<file path="config.mk">
export PLATFORM = sky130hd
export DESIGN_NAME = down_counter_mod_flat
export DESIGN_NICKNAME = d
export VERILOG_FILES = /design/src/rtl/down_counter_mod_if.sv /design/src/rtl/down_counter_mod.sv /design/src/flat_wrapper.sv
export SDC_FILE = /design/constraint.sdc
export NUM_CORES = 1
export LEC_CHECK = 0
export CAP_MARGIN = 5
export CORE_AREA = 8 8 45 47
export CTS_CLUSTER_DIAMETER = 150
export DETAILED_ROUTE_END_ITERATION = 8
export DIE_AREA = 0 0 53 55
export PLACE_DENSITY = 0.51
export SETUP_SLACK_MARGIN = 0.3
export SLEW_MARGIN = 20
export SYNTH_ARGS = -nofsm -noshare
export SYNTH_HDL_FRONTEND = slang
export SYNTH_SLANG_ARGS = --single-unit
</file>
<file path="constraint.sdc">
create_clock -name clock -period 1.1 [get_ports clock]
set_input_delay 0.275 -clock clock [delete_from_list [all_inputs] [get_ports clock]]
set_output_delay 0.275 -clock clock [all_outputs]
set_load 0.01 [all_outputs]
</file>
<file path="src/rtl/down_counter_mod_if.sv">
// Control and status bundle for one down_counter_mod digit.
// master drives count/load controls; slave is the counter itself.
interface down_counter_mod_if #(
  parameter int unsigned WIDTH = 4
);
  logic             enable;
  logic             load;
  logic [WIDTH-1:0] load_value;
  logic [WIDTH-1:0] q_bus;
  logic             zero;
  logic             borrow_out;
  logic             done;

  modport master (
    output enable,
    output load,
    output load_value,
    input  q_bus,
    input  zero,
    input  borrow_out,
    input  done
  );

  modport slave (
    input  enable,
    input  load,
    input  load_value,
    output q_bus,
    output zero,
    output borrow_out,
    output done
  );
endinterface

</file>
<file path="src/rtl/down_counter_mod.sv">
// Modulo-N down counter for cascaded timer digits: wraps with borrow (WRAP=1)
// or stops at zero with a one-cycle done pulse (WRAP=0).
module down_counter_mod #(
  parameter int unsigned WIDTH   = 4,
  parameter int unsigned MODULUS = 10,
  parameter bit          WRAP    = 1'b1
) (
  input logic              clock,
  input logic              reset,
  down_counter_mod_if.slave bus
);

  localparam logic [WIDTH-1:0] ModMax = WIDTH'(MODULUS - 1);
  localparam logic [WIDTH-1:0] One    = WIDTH'(1);

  logic [WIDTH-1:0] q_q, q_d;
  logic             done_q, done_d;
  logic [WIDTH-1:0] load_clamped;
  logic             is_zero;
  logic             is_one;

  always_comb begin
    is_zero = (q_q == '0);
    is_one  = (q_q == One);
    // Out-of-range presets saturate so the count never leaves 0..MODULUS-1.
    if (32'(bus.load_value) >= MODULUS) begin
      load_clamped = ModMax;
    end else begin
      load_clamped = bus.load_value;
    end
  end

  always_comb begin
    q_d    = q_q;
    done_d = 1'b0;
    if (bus.load) begin
      q_d = load_clamped;
    end else if (bus.enable) begin
      if (!is_zero) begin
        q_d    = q_q - One;
        done_d = is_one;
      end else if (WRAP) begin
        q_d = ModMax;
      end
    end
  end

  always_ff @(posedge clock or negedge reset) begin
    if (!reset) begin
      q_q    <= '0;
      done_q <= 1'b0;
    end else begin
      q_q    <= q_d;
      done_q <= done_d;
    end
  end

  // Borrow is gated by reset so a held-in-reset digit never advances its neighbour.
  always_comb begin
    bus.q_bus      = q_q;
    bus.zero       = is_zero;
    bus.done       = done_q;
    bus.borrow_out = bus.enable & is_zero & ~bus.load & WRAP & reset;
  end

endmodule

</file>
<file path="src/flat_wrapper.sv">
// flat-port wrapper written by rule: the top's interface ports become plain ports
module down_counter_mod_flat 
#(
  parameter int unsigned WIDTH   = 4,
  parameter int unsigned MODULUS = 10,
  parameter bit          WRAP    = 1'b1
)
  (clock, reset, bus_enable, bus_load, bus_load_value, bus_q_bus, bus_zero, bus_borrow_out, bus_done);
  down_counter_mod_if #(.WIDTH(WIDTH)) bus_i ();
  input logic clock;
  input logic reset;
  input wire logic [$bits(bus_i.enable)-1:0] bus_enable;
  input wire logic [$bits(bus_i.load)-1:0] bus_load;
  input wire logic [$bits(bus_i.load_value)-1:0] bus_load_value;
  output wire logic [$bits(bus_i.q_bus)-1:0] bus_q_bus;
  output wire logic [$bits(bus_i.zero)-1:0] bus_zero;
  output wire logic [$bits(bus_i.borrow_out)-1:0] bus_borrow_out;
  output wire logic [$bits(bus_i.done)-1:0] bus_done;
  assign bus_i.enable = bus_enable;
  assign bus_i.load = bus_load;
  assign bus_i.load_value = bus_load_value;
  assign bus_q_bus = bus_i.q_bus;
  assign bus_zero = bus_i.zero;
  assign bus_borrow_out = bus_i.borrow_out;
  assign bus_done = bus_i.done;
  down_counter_mod #(.WIDTH(WIDTH), .MODULUS(MODULUS), .WRAP(WRAP)) u_core (.clock(clock), .reset(reset), .bus(bus_i));
endmodule
</file>
==> run summary <==
The run finished, with violations left. The final reports fail on negative setup slack. The biggest area contributor in the post-synthesis netlist is dfrtp_1. The global-route wire length before repair is 1731 um. The register clock-pin slew on the reported worst setup and hold paths is 0.05 ns.

The required time reported for the critical path endpoint came out at 0.82 ns. In this run the remaining antenna-violating nets after routing total 0. The cts-stage hold buffer count is 0. The maximum fanout along the worst path came out at 3. Wires add up to 1261 um. Routability-driven placement finished with a final weighted congestion of 0.7370. The worst clock skew on the final layout came out at 0.003110 ns. The antenna diode instance count came out at 0.

The maximum count of clock buffers along a single path is 2. The number of sinks driven by the clock tree is 5. The count of port buffers added during placement came out at 14. The sum of overflow across all layers after global routing came out at 0. The startpoint identified for the worst register-to-register timing path is u_core.bus.q_bus[1]. In this run the horizontal extent of the chip is 53 um. The vertical die dimension is 55 um. The depth of the worst register-to-register path came out at 7. The layout overhead on the synthesized area is 157.3%. The H-tree depth came out at 1. OpenSTA, run right after detailed placement, puts the worst setup slack at -0.8366 ns. The count of mapped cells out of synthesis is 28. The total number of yosys warnings is 0. The aggregate global-route resource usage came out at 0.08658. The clock period minus worst slack is 1.484 ns. The pin count of the biggest net entering global routing is 9. The detailed router finished its first iteration with 8 violations. The number of nets in the finished design is 78. The number of detailed-route iterations in the first pass is 2. The static leakage power is 0.0003439 uW.

The detailed-route via count is 387. The I/O pin count is 15. The placeable core area came out at 1384 sq um. Among all stages on the critical path, the largest delay is contributed by dfrtp_1. In this run the cell area of the synthesized design comes to 290.3 sq um. For this run, the slowest stage of the critical path takes 0.41 ns. The share of Yosys cell area claimed by the top area cell type came out at 0.4310.

The critical path goes through nor3b_2 -> and3_4 -> buf_6. Across the run, the number of max-cap violations was 0. In this run, distinct cell masters in the synthesized netlist total 19. By area the synthesized netlist is led by dfrtp_1 (43%), xnor2_1 (6.0%), nor4b_2 (5.2%), nand2b_1 (4.3%), nor3b_2 (4.3%).

The critical path is of the reg -> out type. The clock insertion delay at the later pin of the skew report came out at 0.25 ns. In this design, the largest share of critical-path delay is due to simple AND/OR/NAND/NOR gates. The tree is rooted in a clkbuf_4. In the final layout, the share of cells above drive strength 1 is 0.6812.

The initial antenna violation count is 0. The end-of-flow core utilization came out at 0.5398. After routing, the total negative slack on setup checks comes to -2.364 ns.

The number of cell rows is 14. The number of failing hold endpoints at the final stage came out at 0. The starting utilization of the core area is 0.2098. For the pin with the worst max-slew slack, the measured transition is 0.2254 ns. Static timing analysis puts the maximum clock frequency at 673.8 MHz. After layout, the design draws a total of 848.1 uW. The setup-violating endpoint count in the final report is 11. The routed length per instance came out at 14.84 um. Setup repair after global routing could not meet its margin everywhere. The mean post-synth cell area came out at 10.37 sq um. IR analysis of the VDD net gives a maximum drop of 0.0004995 V.

Once routing completed, OpenROAD measured the worst setup slack at -0.3842 ns. In the finished design, the share of the clock period the worst path needs comes to 1.349. The post-synthesis net count is 36. The startpoint type of the worst setup path is a register. The TritonCTS buffer count is 3. The mean number of vias per cell is 4.553. After detailed routing, the number of remaining DRC violations is 0. The share of synthesized area occupied by flip-flops and latches is 0.4310. The final-report max-slew violation count is 0. In this run the power density over the cells is 1135 nW/um^2. The synthesis-stage register bit count is 5.

The worst pin sits at a relative slew slack of 0.8491. The tightest min-delay check is of the in -> async type. The number of global-route vias before repair came to 386. Setup slack on the worst reg-to-reg path comes out at -0.33 ns. In this run the critical register-to-register path is captured at u_core.bus.q_bus[3].

The worst setup path is captured at an output pin. The overall die area came out at 2915 sq um. TritonCTS built the clock tree. The count of buffer and inverter cells on the critical path came out at 1. The data arrival at the endpoint of the critical path came out at 1.21 ns.
-- state kept, by name (all words and copies together) (netlist names) --
name              count
u_core.bus.done       1
u_core.bus.q_bus      4
-- worst register-to-register path, delay by kind of cell (launching register included) --
kind	cells	cell delay, ns
AO/OA/AOI/OAI	1	0.07
XOR/XNOR	1	0.15
buffers and inverters	4	0.45
flip-flops	1	0.41
AND/OR/NAND/NOR	1	0.23
-- Yosys cell counts --
master    n
nand2b_1  2
a22oi_1   1
o22ai_1   1
buf_4     1
nor3b_2   1
o21a_1    1
a21oi_1   1
nor3_1    1
and4b_1   1
dfrtp_1   5
and2b_2   1
o21ai_1   2
xnor2_1   2
nand2_1   2
and3_1    1
nor4_1    1
nor4b_2   1
o21ai_0   2
mux2i_1   1
-- area by class of cell --
type | instances | area [sq um]
Timing Repair Buffer | 38 | 364.1
Sequential cell | 5 | 128.9
Clock buffer | 4 | 26.28
Multi-Input combinational cell | 22 | 207.7
Fill cell | 122 | 636.9
Tap cell | 16 | 20.02
-- per-stage QoR --
step                cell area (sq um)  std cells  hold WS [ns]
CTS                             669.4         79        0.3270
floorplan                       302.8         28      -0.02059
detailed placement              545.5         69        0.5856
global placement                545.5         69        0.6008
finish                          747.0         85        0.3322
global route                    747.0         85        0.3351
-- how the worst max path moves through the flow --
stage               slack [ns]  cells past startpoint           startpoint             end
finish                   -0.38                      3  u_core.bus.q_bus[1]  bus_borrow_out
global route             -0.46                      3  u_core.bus.q_bus[1]  bus_borrow_out
CTS                      -0.36                      3  u_core.bus.q_bus[3]  bus_borrow_out
detailed placement       -0.84                      4           bus_enable  bus_borrow_out
global placement         -0.85                      4           bus_enable  bus_borrow_out
floorplan                -0.09                      2  u_core.bus.q_bus[0]  bus_borrow_out
-- power breakdown --
group	internal, uW	total [uW]	switching [uW]
registers	206	232	25.9
logic	249	389	139
clock network	138	228	89.7
total	593	848	255
-- placed cells by master, fill, tap and decap left out, drive strengths merged, types with 2 or more instances in the layout --
| cell | Yosys | layout |
|---|---|---|
| buf | 1 | 31 |
| dlygate4sd2 | 0 | 2 |
| o21ai | 4 | 4 |
| nand2b | 2 | 2 |
| clkdlybuf4s50 | 0 | 5 |
| xnor2 | 2 | 2 |
| nand2 | 2 | 2 |
| clkbuf | 0 | 4 |
| dfrtp | 5 | 5 |
-- what timing repair did --
item | CTS | global route
setup endpoints to repair | 12 | 12
gates cloned | 0 | 0
pin swaps | 10 | 7
gates resized for setup | 51 | 8
buffers inserted | 6 | 6
-- cells by family after synthesis --
group / synth area share
multiplexers: 0.03448
AO/OA/AOI/OAI: 0.1595
XOR/XNOR: 0.06036
buffers and inverters: 0.02587
flip-flops: 0.4310
AND/OR/NAND/NOR: 0.2888
-- routing by layer --
layer | track usage | routed length, um | up-vias | share of wire
met5 | 0 | 0 | - | 0
met4 | 0.1034 | 42 | 0 | 0.033
met3 | 0.02139 | 81 | 4 | 0.064
met2 | 0.1406 | 645 | 16 | 0.51
met1 | 0.08270 | 492 | 179 | 0.39
li1 | - | - | 188 | -
Note: power is estimated with default switching activity, not from simulation.
